[src/rtl/nas_vid_pkg.sv]
// Shared definitions for the video RAM arbiter: access state encoding,
// access length and the address/data widths of the 1Kx8 video RAM.
package nas_vid_pkg;

  localparam int ADDR_W = 10;  // 1K video RAM
  localparam int DATA_W = 8;   // character code width
  localparam int STAGES = 2;   // cycles per RAM access (x1, x2)

  typedef enum logic [2:0] {
    ST_IDLE = 3'd0,
    ST_VID1 = 3'd1,
    ST_VID2 = 3'd2,
    ST_CPU1 = 3'd3,
    ST_CPU2 = 3'd4
  } vram_state_e;

endpackage

[src/rtl/nas_vram_arb.sv]
// nas_vram_arb: arbitrates a single 1Kx8 static video RAM between the
// character refresh fetch and Z80 CPU accesses. Every RAM access takes
// two cycles. CPU_PRIO=0 gives video priority and holds the CPU in WAIT;
// CPU_PRIO=1 serves the CPU at once and flags a displaced fetch as snow.
//
// Ports
//   clk, rst_n               system clock, synchronous active-low reset
//   vid_req, vid_a, blank    refresh fetch request pulse, address, blanking
//   vid_q, vid_valid         fetched character code and its update pulse
//   vid_snow                 pulse when a fetch was displaced (CPU_PRIO=1)
//   cpu_req, cpu_wr, cpu_a,  CPU level request, direction, offset and
//   cpu_wdata                write data (latched on the request rising edge)
//   cpu_rdata, cpu_ack       read data and completion pulse
//   cpu_wait_n               Z80 WAIT, low while an accepted access is pending
//   ram_*                    static RAM port (active-low strobes)
//   ovr                      sticky refresh overrun flag
module nas_vram_arb
  import nas_vid_pkg::*;
#(
  parameter int CPU_PRIO = 0
) (
  input  logic              clk,
  input  logic              rst_n,
  input  logic              vid_req,
  input  logic [ADDR_W-1:0] vid_a,
  input  logic              blank,
  output logic [DATA_W-1:0] vid_q,
  output logic              vid_valid,
  output logic              vid_snow,
  input  logic              cpu_req,
  input  logic              cpu_wr,
  input  logic [ADDR_W-1:0] cpu_a,
  input  logic [DATA_W-1:0] cpu_wdata,
  output logic [DATA_W-1:0] cpu_rdata,
  output logic              cpu_ack,
  output logic              cpu_wait_n,
  output logic [ADDR_W-1:0] ram_a,
  output logic [DATA_W-1:0] ram_wdata,
  input  logic [DATA_W-1:0] ram_rdata,
  output logic              ram_ce_n,
  output logic              ram_we_n,
  output logic              ram_oe_n,
  output logic              ovr
);

  vram_state_e       state, state_nxt;
  logic              vid_pend, cpu_pend;
  logic              cpu_req_p0;
  logic              vid_new, cpu_rise, drop_vid;
  logic [ADDR_W-1:0] vid_a_lat, cpu_a_lat;
  logic [DATA_W-1:0] cpu_wdata_lat;
  logic              cpu_wr_lat;
  logic              nxt_vid, nxt_cpu;

  // Request qualification: blanked refresh requests are ignored outright.
  assign vid_new  = vid_req & ~blank;
  assign cpu_rise = cpu_req & ~cpu_req_p0;

  assign nxt_vid  = (state_nxt == ST_VID1) || (state_nxt == ST_VID2);
  assign nxt_cpu  = (state_nxt == ST_CPU1) || (state_nxt == ST_CPU2);

  // Write data only changes at acceptance, so it is stable across x1 and x2.
  assign ram_wdata = cpu_wdata_lat;

  always_comb begin
    state_nxt = state;
    drop_vid  = 1'b0;
    case (state)
      ST_IDLE: begin
        if (CPU_PRIO == 0) begin
          // A refresh request seen this cycle must not be overtaken by the CPU.
          if (vid_pend)
            state_nxt = ST_VID1;
          else if (cpu_pend && !vid_new)
            state_nxt = ST_CPU1;
        end else begin
          if (cpu_pend) begin
            state_nxt = ST_CPU1;
            drop_vid  = vid_pend;
          end else if (vid_pend) begin
            state_nxt = ST_VID1;
          end
        end
      end
      ST_VID1: begin
        // CPU priority: a fetch still in x1 is abandoned so WAIT stays short.
        if ((CPU_PRIO != 0) && cpu_pend) begin
          state_nxt = ST_CPU1;
          drop_vid  = 1'b1;
        end else begin
          state_nxt = ST_VID2;
        end
      end
      ST_VID2: state_nxt = ST_IDLE;
      ST_CPU1: state_nxt = ST_CPU2;
      // Chain straight into a waiting fetch to keep refresh latency bounded.
      ST_CPU2: state_nxt = vid_pend ? ST_VID1 : ST_IDLE;
      default: state_nxt = ST_IDLE;
    endcase
  end

  // Stage p0: request latches (data only, not reset)
  always_ff @(posedge clk) begin
    if (vid_new)
      vid_a_lat <= vid_a;
    if (cpu_rise) begin
      cpu_wr_lat    <= cpu_wr;
      cpu_a_lat     <= cpu_a;
      cpu_wdata_lat <= cpu_wdata;
    end
  end

  // Stage p1: arbitration state, strobes and result registers
  always_ff @(posedge clk) begin
    if (!rst_n) begin
      state      <= ST_IDLE;
      vid_pend   <= 1'b0;
      cpu_pend   <= 1'b0;
      cpu_req_p0 <= 1'b0;
      vid_q      <= '0;
      cpu_rdata  <= '0;
      ram_a      <= '0;
      vid_valid  <= 1'b0;
      vid_snow   <= 1'b0;
      cpu_ack    <= 1'b0;
      ovr        <= 1'b0;
      cpu_wait_n <= 1'b1;
      ram_ce_n   <= 1'b1;
      ram_we_n   <= 1'b1;
      ram_oe_n   <= 1'b1;
    end else begin
      state      <= state_nxt;
      cpu_req_p0 <= cpu_req;

      // Completion or displacement clears the fetch; a late re-request is lost.
      if ((state == ST_VID2) || drop_vid)
        vid_pend <= 1'b0;
      else if (vid_new)
        vid_pend <= 1'b1;

      if (vid_new && vid_pend)
        ovr <= 1'b1;

      if (cpu_rise)
        cpu_pend <= 1'b1;
      else if (state == ST_CPU2)
        cpu_pend <= 1'b0;

      // Low from the cycle after acceptance up to the cycle before the ack.
      cpu_wait_n <= !(cpu_pend && (state != ST_CPU2));

      vid_valid <= (state == ST_VID2);
      vid_snow  <= drop_vid;
      cpu_ack   <= (state == ST_CPU2);

      if (state == ST_VID2)
        vid_q <= ram_rdata;
      if ((state == ST_CPU2) && !cpu_wr_lat)
        cpu_rdata <= ram_rdata;

      // Strobes are registered from the next state so they line up with it.
      ram_ce_n <= !(nxt_vid || nxt_cpu);
      ram_oe_n <= !(nxt_vid || (nxt_cpu && !cpu_wr_lat));
      ram_we_n <= !((state_nxt == ST_CPU2) && cpu_wr_lat);

      // Address is loaded on entry to x1 and otherwise held.
      if ((state_nxt == ST_VID1) && (state != ST_VID1))
        ram_a <= vid_new ? vid_a : vid_a_lat;
      else if ((state_nxt == ST_CPU1) && (state != ST_CPU1))
        ram_a <= cpu_a_lat;
    end
  end

endmodule
[config.mk]
export PLATFORM = sky130hd
export DESIGN_NAME = nas_vram_arb
export DESIGN_NICKNAME = d
export VERILOG_FILES = /design/src/rtl/nas_vid_pkg.sv /design/src/rtl/nas_vram_arb.sv
export SDC_FILE = /design/constraint.sdc
export NUM_CORES = 1
export LEC_CHECK = 0
export CAP_MARGIN = 40
export CORE_ASPECT_RATIO = 0.7
export CORE_MARGIN = 2
export CORE_UTILIZATION = 39
export DETAILED_ROUTE_END_ITERATION = 12
export GPL_ROUTABILITY_DRIVEN = 0
export HOLD_SLACK_MARGIN = 0.1
export PLACE_DENSITY = 0.7
export SETUP_SLACK_MARGIN = 0.15
export SKIP_CTS_REPAIR_TIMING = 1
export SYNTH_ARGS = -nofsm -noshare
export SYNTH_HDL_FRONTEND = slang
export SYNTH_SLANG_ARGS = --single-unit
export TNS_END_PERCENT = 100
[constraint.sdc]
create_clock -name clk -period 3.9 [get_ports clk]
set_clock_uncertainty 0.15 [all_clocks]
set_input_delay 0.78 -clock clk [delete_from_list [all_inputs] [get_ports clk]]
set_output_delay 0.78 -clock clk [all_outputs]
set_load 0.01 [all_outputs]
==> Word-level counts from Yosys, hierarchy flattened <==
Cells that the tools add are included.
{ "totals": {"wordCells": 65, "reg_bits": 68, "out_inout_bits": 42, "inputBits": 42} }
{ "classes": {"n_reduce_logical": 22, "n_eq_ne": 11, "n_bitwise": 5, "mux": 9} }
{ "ops": {"columns": ["op", "count"], "rows": [
  ["$mux 10", 3],
  ["$eq 3x2->1 const B", 4],
  ["$pmux 3 s4", 1],
  ["$logic_and 1x1->1", 8],
  ["$eq 3x1->1 const B", 2],
  ["$eq 3x3->1 const B", 2],
  ["$logic_not 1->1", 6],
  ["$mux 3", 2],
  ["$logic_or 1x1->1", 4],
  ["$reduce_bool 2->1", 2],
  ["$logic_not 3->1", 1],
  ["$mux 1", 3],
  ["$ne 3x1->1 const B", 1],
  ["$ne 3x2->1 const B", 1],
  ["$ne 3x3->1 const B", 1],
  ["$not 1->1", 3],
  ["$and 1x1->1", 2],
  ["$reduce_or 2->1", 1]
]} }

==> Longest topological paths before layout <==
Gate-level depths: netlist of run 1.
{ "logic_depth": {"word_depth": 12, "ltp_mapped": 6, "mapped_depth_nobuf": 4} }

==> Worst setup path before layout of run 1 <==
Ideal clock, no wire load.
{ "synth_path": {"path_type": "input -> register", "from": "input cpu_req", "to": "register cpu_a_lat[0] (enable)", "setup_time_ns": 0.398, "slack_ns": 1.649, "arrival_time_ns": 1.703, "cell_stages": 1, "cell_sequence": "nor2b_1"} }
{ "synth_via": {"elab_chain_cells": 1} }
{ "synth_rtl": {"columns": ["element", "line_no", "rtl"], "rows": [
  ["from (decl)", "nas_vram_arb.sv:30", "input logic cpu_req,"],
  ["$and 1x1->1", "nas_vram_arb.sv:57", "assign cpu_rise = cpu_req & ~cpu_req_p0;"],
  ["to (signal assigned)", "nas_vram_arb.sv:108", "cpu_a_lat <= cpu_a;"],
  ["to (decl)", "nas_vram_arb.sv:50", "logic [ADDR_W-1:0] vid_a_lat, cpu_a_lat;"]
]} }
Every way passes these cells.
A chain may end at the register's enable or synchronous reset.

==> Worst setup path in the final report of run 1 <==
{ "layout_path": {"from": "input vid_req", "to": "register ram_a[2]"} }
{ "layout_via": {"elab_chain_cells": 9, "word_cells_on_any_way": 13} }
{ "layout_rtl": {"columns": ["element", "line_no", "rtl"], "rows": [
  ["from (decl)", "nas_vram_arb.sv:24", "input logic vid_req,"],
  ["$and 1x1->1 *", "nas_vram_arb.sv:56", "assign vid_new = vid_req & ~blank;"],
  ["$logic_not 1->1", "nas_vram_arb.sv:74", "else if (cpu_pend && !vid_new)"],
  ["$logic_and 1x1->1", "nas_vram_arb.sv:74", null],
  ["$mux 3", "nas_vram_arb.sv:74", null],
  ["$mux 3", "nas_vram_arb.sv:72", "if (vid_pend)"],
  ["$pmux 3 s4", "nas_vram_arb.sv:68", "case (state)"],
  ["$eq 3x1->1 / $eq 3x2->1 (equally long branches)", "nas_vram_arb.sv:167, nas_vram_arb.sv:169", null],
  ["$logic_and 1x1->1 (on tied branches)", "nas_vram_arb.sv:167, nas_vram_arb.sv:169", null],
  ["$mux 10 / $reduce_bool 2->1 (equally long branches)", null, null],
  ["to (signal assigned)", "nas_vram_arb.sv:168", "ram_a <= vid_new ? vid_a : vid_a_lat;"],
  ["to (signal assigned)", "nas_vram_arb.sv:170", "ram_a <= cpu_a_lat;"],
  ["to (decl)", "nas_vram_arb.sv:37", "output logic [ADDR_W-1:0] ram_a,"]
]} }
Every way passes the cells marked *; elsewhere a longest branch is shown, timed or not.

==> flow_summary.ini, run 1 <==
[run_status]
outcome = complete, no violations

[pwr]
p_clk_share_pct = 34.4
seqPwrFrac_pct = 51.8
ir_drop_uv = 236
internal-power_uw = 1180
p_leak_uw = 0.00127
switching_share_pct = 23.6
pwr-share-comb_pct = 13.9
powerDensity_nw_per_um2 = 435
p_sw_uw = 365

[route]
wl_um = 5370
firstDrtPassIters = 6
wire_per_inst_um = 13.9
avgViaCountPerCell = 4.75
dr.first_iter.drc_count = 93
vias = 1834
drc = 0
ant_nets = 0

[logic_synthesis]
async_flop_share_pct = 0
synth_most_common_cell = dfxtp_1
synth_area_um2 = 2480
synth_edf_count = 19
synth_fp_nets = 262
synth_top_area_share_pct = 39.5
ys.flop_type = dfxtp_1
synth_common_cells = dfxtp_1 (49), nor2_1 (24), edfxtp_1 (19), nand2_1 (18), nor2b_1 (13)
ys_ff_latch = 68
synth_area_leader_cell = dfxtp_1
yosysSeqAreaShare_pct = 62.5
yosys-top-cells-area = dfxtp_1 (39%), edfxtp_1 (23%), mux2_2 (3.6%), nor2_1 (3.6%), a21boi_1 (3.3%)
syn-instance-count = 220
netlist-cell-type-count = 34
yosys_warnings = 0
syn_avg_cell_area_um2 = 11.3

[timing]
hold_violations = 0
period_share_pct = 65.6
relSlewSlack_pct = 46.4
slew_violations = 0
hold_ws_ps = 301
setup_ws_ps = 1340
period_needed_ps = 2560
fin_setup_tns_ps = 0
rsz0062_at_grt = false
max_clock_freq_mhz = 391
tightest_slew_ps = 799
finalSetupViolCount = 0

[worst_setup_path]
worstPathMaxFanout = 8
worstSetupStartpointType = input pin
reg2reg_depth = 4
path_class = in -> reg
rrSetupSlack_ps = 1840
crit_path_end_kind = register
setup.worst_path.start = vid_req
crit_arrival_ps = 2620
rr_startpoint = vid_pend$_SDFFE_PP0P_
worst_ep_required_time_ps = 3960

[cts]
clkTransAtPathRegs_ps = 70
clock_latency_ps = 340
cts-root-buf = clkbuf_8
cts-htree-levels = 3
cts_inserted_buffers = 9
clkSinkCount = 68
clock_path_buffers = 2
cts_tree = built

[final_layout]
area_growth_pct = 43.2
fillers = 537
diodes = 0
multiInputGateArea_um2 = 861
final_layout_size_suffix_gt1_share_pct = 10.4
regArea_um2 = 1550
finalNonFillerCells = 386
finalNetCount = 345

[placement]
pre_cts_ws_ps = 976
port-buffer-count = 82
hpwlAfterDp_um = 3840
dp.cells = 370

[floorplan]
ios = 84
die_x_um = 99.4
rows = 24
core_um2 = 6190
die-area_um2 = 7030
die_height_um = 70.8
initial_utilization_pct = 40.1

[global_route]
overflow = 0
grt_pass1_wl_um = 8960
grtUsageTotal_pct = 16.6
grt_max_degree = 23
antenna_found_initial = 0
grt_pass1_vias = 1848

[min_path]
hold_path_class = reg -> reg
hp-start = cpu_pend$_SDFFE_PN0P_
hold_depth = 1

[flow_run]
drv_cap = 0
[path summary, 6_finish.rpt]
kind,endpoint
min reg2reg,cpu_wait_n$_SDFF_PN1_
max,ram_a[2]$_SDFFE_PN0P_
min,cpu_wait_n$_SDFF_PN1_
max reg2reg,ram_a[2]$_SDFFE_PN0P_
[state kept, by name, summed over array words and instances (netlist names), 3 cells and up]
| name | cells |
|---|---|
| cpu_a_lat | 10 |
| cpu_rdata | 8 |
| ram_a | 10 |
| ram_wdata | 8 |
| state | 3 |
| vid_a_lat | 10 |
| vid_q | 8 |
[metal layers]
| layer | routed length (um) | global-route usage, % | vias up |
|---|---|---|---|
| li1 | - | - | 927 |
| met1 | 2370 | 19.9 | 846 |
| met2 | 2520 | 25.7 | 53 |
| met3 | 407 | 8.60 | 8 |
| met4 | 65 | 6.54 | 0 |
| met5 | 0 | 0 | - |
[stage by stage]
step / power [uW] / instance area [um2] / utilization [%]
after floorplan: 920 / 2480 / -
after detailed placement: 1030 / 3370 / 54.4
after global routing: 1630 / 3560 / 57.5
after global placement: 1030 / 3360 / 54.3
after CTS: 1580 / 3560 / 57.5
final: 1550 / 3560 / 57.5
[cell usage in the layout, fill, tap and decap left out, drive strengths merged, types with 2 or more instances in the layout]
| cell type | instances |
|---|---|
| nor2 | 25 |
| buf | 4 |
| and3 | 2 |
| mux2i | 8 |
| nand2 | 18 |
| a21boi | 18 |
| edfxtp | 19 |
| clkbuf | 12 |
| clkinv | 3 |
| nand3b | 2 |
| nor3b | 2 |
| o21ai | 11 |
| dfxtp | 49 |
| a21oi | 3 |
| or2 | 2 |
| nand2b | 2 |
| nand3 | 3 |
| mux2 | 10 |
| o211ai | 10 |
| clkdlybuf4s50 | 82 |
| inv | 3 |
| nor2b | 13 |
[logic make-up (layout without fill, tap and decap cells)]
logic type	count (synthesis)	in the layout	synth area share (%)
AOI/OAI and AO/OA	44	44	11.9
muxes	18	18	7.76
buffers and inverters	16	104	3.17
other	1	1	0.151
and+or+nand+nor	73	73	14.5
DFF	68	68	62.5
[area by class of cell]
class / count / share of cell area [%]
Clock buffer: 12 / 4.68
Timing Repair Buffer: 86 / 23.9
Tap cell: 78 / 2.74
Clock inverter: 4 / 0.598
Sequential cell: 68 / 43.6
Inverter: 2 / 0.211
Multi-Input combinational cell: 136 / 24.2
[power by group through the flow]
stage                     Sequential, uW  Clock, uW  Combinational (uW)
final                                801        532                 215
after global routing                 806        585                 235
after detailed placement             818          0                 217
after global placement               816          0                 214
after CTS                            802        556                 218
after floorplan                      820          0                 100
[critical path: stages]
cell,delay (ps)
clkdlybuf4s50_1,450
nor2b_1,480
buf_4,280
mux2_2,350
o211ai_1,160
a21boi_0,100
No activity file was read; power rests on OpenSTA's default activity.
==> inputs of run 2 (changes only) <==
==> constraint.sdc (replaced) <==
create_clock -name clk -period 2.36 [get_ports clk]
set_clock_uncertainty 0.15 [all_clocks]
set_input_delay 0.472 -clock clk [delete_from_list [all_inputs] [get_ports clk]]
set_output_delay 0.472 -clock clk [all_outputs]
set_load 0.01 [all_outputs]
==> flow_summary.ini, run 2 (same netlist as run 1, synthesis figures left out) <==
[pwr]
ir_drop_uv = 367
internal-power_uw = 1940
powerDensity_nw_per_um2 = 715
seqPwrFrac_pct = 51.6
pwr-share-comb_pct = 14.3
p_total_uw = 2550
p_sw_uw = 618
p_clk_share_pct = 34.1
switching_share_pct = 24.2
p_leak_uw = 0.00127

[floorplan]
die-area_um2 = 7030
die_height_um = 70.8
ios = 84
die_x_um = 99.4
rows = 24
initial_utilization_pct = 40.1
core_um2 = 6190

[worst_setup_path]
r2r_end = ram_a[2]$_SDFFE_PN0P_
worstSetupStartpointType = input pin
rrSetupSlack_ps = 520
crit_slowest_cell = o21ai_1
crit_buf_inv = 1
setup.worst_path.start = vid_req
crit_path_end_kind = register
critPathTopFamily = compound AO/OA/AOI/OAI gates
reg2reg_depth = 4
worst_ep_required_time_ps = 2460
rr_startpoint = state[2]$_SDFF_PN0_
worstPathMaxFanout = 11
path_class = in -> reg
crit_arrival_ps = 2040
critPathCapture = ram_a[2]$_SDFFE_PN0P_
crit_cells = 5
max_stage_delay_ps = 650
crit_chain = clkdlybuf4s50_1 > nor2b_1 > o21ai_1 > o211ai_1 > a21boi_0

[timing]
finalSetupViolCount = 0
period_share_pct = 81.8
slew_violations = 0
hold_violations = 0
relSlewSlack_pct = 46.1
hold_ws_ps = 288
fin_setup_tns_ps = 0
max_clock_freq_mhz = 518
period_needed_ps = 1930
rsz0062_at_grt = false
setup_ws_ps = 429
tightest_slew_ps = 802

[global_route]
antenna_found_initial = 0
grt_pass1_wl_um = 8680
grtUsageTotal_pct = 16.0
overflow = 0
grt_pass1_vias = 1815
grt_max_degree = 21

[route]
vias = 1869
dr.first_iter.drc_count = 67
wire_per_inst_um = 13.8
drc = 0
wl_um = 5360
ant_nets = 0
avgViaCountPerCell = 4.80
firstDrtPassIters = 4

[final_layout]
final_cell_mix = clkdlybuf4s50_1 (82), dfxtp_1 (49), nor2_1 (24)
final_layout_size_suffix_gt1_share_pct = 10.6
fin_util_pct = 57.7
reg_top3 = cpu_a_lat: 10 flops, ram_a: 10 flops, vid_a_lat: 10 flops
diodes = 0
area_growth_pct = 43.8
finalNetCount = 348
final_common_cell = clkdlybuf4s50_1

[run_status]
outcome = complete, no violations

[flow_run]
drv_cap = 0

[cts]
cts_inserted_buffers = 9
clock_path_buffers = 2
clock_latency_ps = 340
clkTransAtPathRegs_ps = 70
clkSinkCount = 68
cts-root-buf = clkbuf_8
cts-htree-levels = 3
cts_tree = built

[placement]
pre_cts_ws_ps = 91.9
hpwlAfterDp_um = 3770
port-buffer-count = 82

[min_path]
hold_path_class = reg -> reg
run 2: cell count changes in the layout (fill, tap and decap cells not counted), sizes merged:
cell / delta
clkinvlp: +1
inv: -1
buf: +3
clkinv: -1
clkbuf: +1
run 2: area by class of cell:
class,count,area (um2)
multi-input combinational,136,861
sequential,68,1550
timing repair buffer,89,873
tap,78,97.6
fill,538,2610
clock buffer,13,160
clock inverter,3,21.3
inverter,2,7.51
run 2: metal layers:
layer | GRT usage [%] | routed length (um) | part of all wire (%)
met1 | 20.0 | 2350 | 44
met2 | 24.3 | 2450 | 46
met3 | 7.71 | 470 | 8.8
met4 | 5.48 | 83 | 1.5
met5 | 0 | 0 | 0
run 2: power groups by stage:
stage,Combinational [uW],Sequential [uW],Clock (uW)
after floorplan,166,1360,0
after global placement,363,1340,0
after detailed placement,367,1350,0
after CTS,369,1320,901
after global routing,396,1330,950
final,366,1320,870
run 2: how the worst min path moves through the flow:
stage                               start                     to  slack, ps  depth (start not counted)
global route        cpu_pend$_SDFFE_PN0P_  cpu_wait_n$_SDFF_PN1_        330                          1
global placement    cpu_pend$_SDFFE_PN0P_  cpu_wait_n$_SDFF_PN1_        290                          1
floorplan           cpu_pend$_SDFFE_PN0P_  cpu_wait_n$_SDFF_PN1_        260                          1
CTS                 cpu_pend$_SDFFE_PN0P_  cpu_wait_n$_SDFF_PN1_        290                          1
finish              cpu_pend$_SDFFE_PN0P_  cpu_wait_n$_SDFF_PN1_        290                          1
detailed placement  cpu_pend$_SDFFE_PN0P_  cpu_wait_n$_SDFF_PN1_        290                          1
run 2: through the flow:
stage / cell area (um2) / instances
4_1_cts: 3570 / 389
6_report: 3570 / 389
3_3_place_gp: 3390 / 373
2_1_floorplan: 2480 / 220
3_5_place_dp: 3390 / 373
5_1_grt: 3570 / 389
==> inputs of run 3 (changes only) <==
==> constraint.sdc (replaced) <==
create_clock -name clk -period 2 [get_ports clk]
set_clock_uncertainty 0.15 [all_clocks]
set_input_delay 0.4 -clock clk [delete_from_list [all_inputs] [get_ports clk]]
set_output_delay 0.4 -clock clk [all_outputs]
set_load 0.01 [all_outputs]
==> flow_summary.ini, run 3 (same netlist as run 1, synthesis figures left out) <==
[run_status]
outcome = complete, no violations

[pwr]
p_clk_share_pct = 30.9
pwr-share-comb_pct = 15.3
p_leak_uw = 0.00128
internal-power_uw = 2210
switching_share_pct = 23.7
p_sw_uw = 689
seqPwrFrac_pct = 53.7
powerDensity_nw_per_um2 = 811
ir_drop_uv = 465

[timing]
max_clock_freq_mhz = 562
period_share_pct = 89.0
slew_violations = 0
hold_violations = 0
hold_ws_ps = 301
fin_setup_tns_ps = 0
period_needed_ps = 1780
rsz0062_at_grt = true
setup_ws_ps = 220
finalSetupViolCount = 0

[floorplan]
die_x_um = 99.4
ios = 84
initial_utilization_pct = 40.1
core_um2 = 6190
die_height_um = 70.8
die-area_um2 = 7030
rows = 24

[cts]
cts-htree-levels = 3
clock_path_buffers = 2
cts-root-buf = clkbuf_8
clkTransAtPathRegs_ps = 70
clock_latency_ps = 330
cts_tree = built
clkSinkCount = 68
cts_inserted_buffers = 9

[worst_setup_path]
crit_slowest_cell = clkdlybuf4s50_1
path_class = in -> reg
crit_arrival_ps = 1850
max_stage_delay_ps = 450
worstPathMaxFanout = 9
worst_ep_required_time_ps = 2070
crit_path_end_kind = register
critPathTopFamily = buffers and inverters
crit_chain = clkdlybuf4s50_1 > nor2b_1 > buf_4 > mux2_2 > o211ai_1 > a21boi_0
worstSetupStartpointType = input pin
crit_buf_inv = 2

[route]
wl_um = 5490
dr.first_iter.drc_count = 43
firstDrtPassIters = 4
ant_nets = 0
wire_per_inst_um = 14.0
drc = 0
avgViaCountPerCell = 4.71
vias = 1845

[final_layout]
regArea_um2 = 1550
final_common_cell = clkdlybuf4s50_1
diodes = 0
multiInputGateArea_um2 = 862
area_growth_pct = 44.2
finalNonFillerCells = 392
fillers = 531
finalNetCount = 351
stdcell_area_um2 = 3580
final_cell_mix = clkdlybuf4s50_1 (82), dfxtp_1 (49), nor2_1 (24)
reg_top3 = cpu_a_lat: 10 flops, ram_a: 10 flops, vid_a_lat: 10 flops
final_layout_size_suffix_gt1_share_pct = 11.5

[global_route]
grt_pass1_wl_um = 8870
grt_pass1_vias = 1890
grt_max_degree = 26
grtUsageTotal_pct = 16.4
overflow = 0
antenna_found_initial = 0

[placement]
pre_cts_ws_ps = -160
dp.cells = 376
placed_area_um2 = 3430
hpwlAfterDp_um = 3950
port-buffer-count = 82

[min_path]
hold_path_class = reg -> reg

[flow_run]
drv_cap = 0
==> run 3: changes by cell type in the layout (fill, tap and decap cells not counted), sizes merged <==
cell / previous run / this run
buf: 7 / 10
clkinv: 2 / 3
clkinvlp: 1 / 0
==> run 3: metrics by stage <==
stage / utilization [%] / power, uW
2_1_floorplan: - / 1790
3_3_place_gp: 55.4 / 2020
3_5_place_dp: 55.4 / 2040
4_1_cts: 57.9 / 2940
5_1_grt: 57.9 / 3040
6_report: 57.9 / 2900
==> run 3: path summary, 6_finish.rpt <==
| kind | from | to | slack [ps] | cells after the start |
|---|---|---|---|---|
| max | vid_req | ram_a[0]$_SDFFE_PN0P_ | 220 | 6 |
| min | cpu_rdata[5]$_SDFFE_PN0P_ | cpu_rdata[5]$_SDFFE_PN0P_ | 300 | 2 |
| max reg2reg | state[2]$_SDFF_PN0_ | cpu_rdata[6]$_SDFFE_PN0P_ | 310 | 4 |
| min reg2reg | cpu_rdata[5]$_SDFFE_PN0P_ | cpu_rdata[5]$_SDFFE_PN0P_ | 300 | 2 |
==> run 3: final cells by class <==
type | instances | share of cell area (%)
tap | 78 | 2.73
timing repair buffer | 92 | 25.4
clock buffer | 13 | 3.88
multi-input combinational | 136 | 24.1
sequential | 68 | 43.3
inverter | 2 | 0.210
clock inverter | 3 | 0.419
==> run 3: routing by layer <==
layer | global-route usage, % | wire length (um) | share of wire [%] | vias to the layer above
met5 | 0 | 0 | 0 | -
met4 | 5.94 | 59 | 1.1 | 0
met3 | 8.60 | 501 | 9.1 | 7
met2 | 26.6 | 2520 | 46 | 53
met1 | 18.8 | 2410 | 44 | 848
li1 | - | - | - | 937
==> run 3: worst min-delay path, cell delays in order, from the launching register on <==
cell and delay, ps:
dfxtp_1 310, nand2_1 50, a21boi_1 50
==> run 3: power groups by stage <==
stage | combinational [uW] | sequential [uW] | clock (uW)
finish | 446 | 1560 | 898
global route | 486 | 1570 | 987
CTS | 450 | 1560 | 931
detailed placement | 448 | 1590 | 0
global placement | 440 | 1580 | 0
floorplan | 196 | 1600 | 0
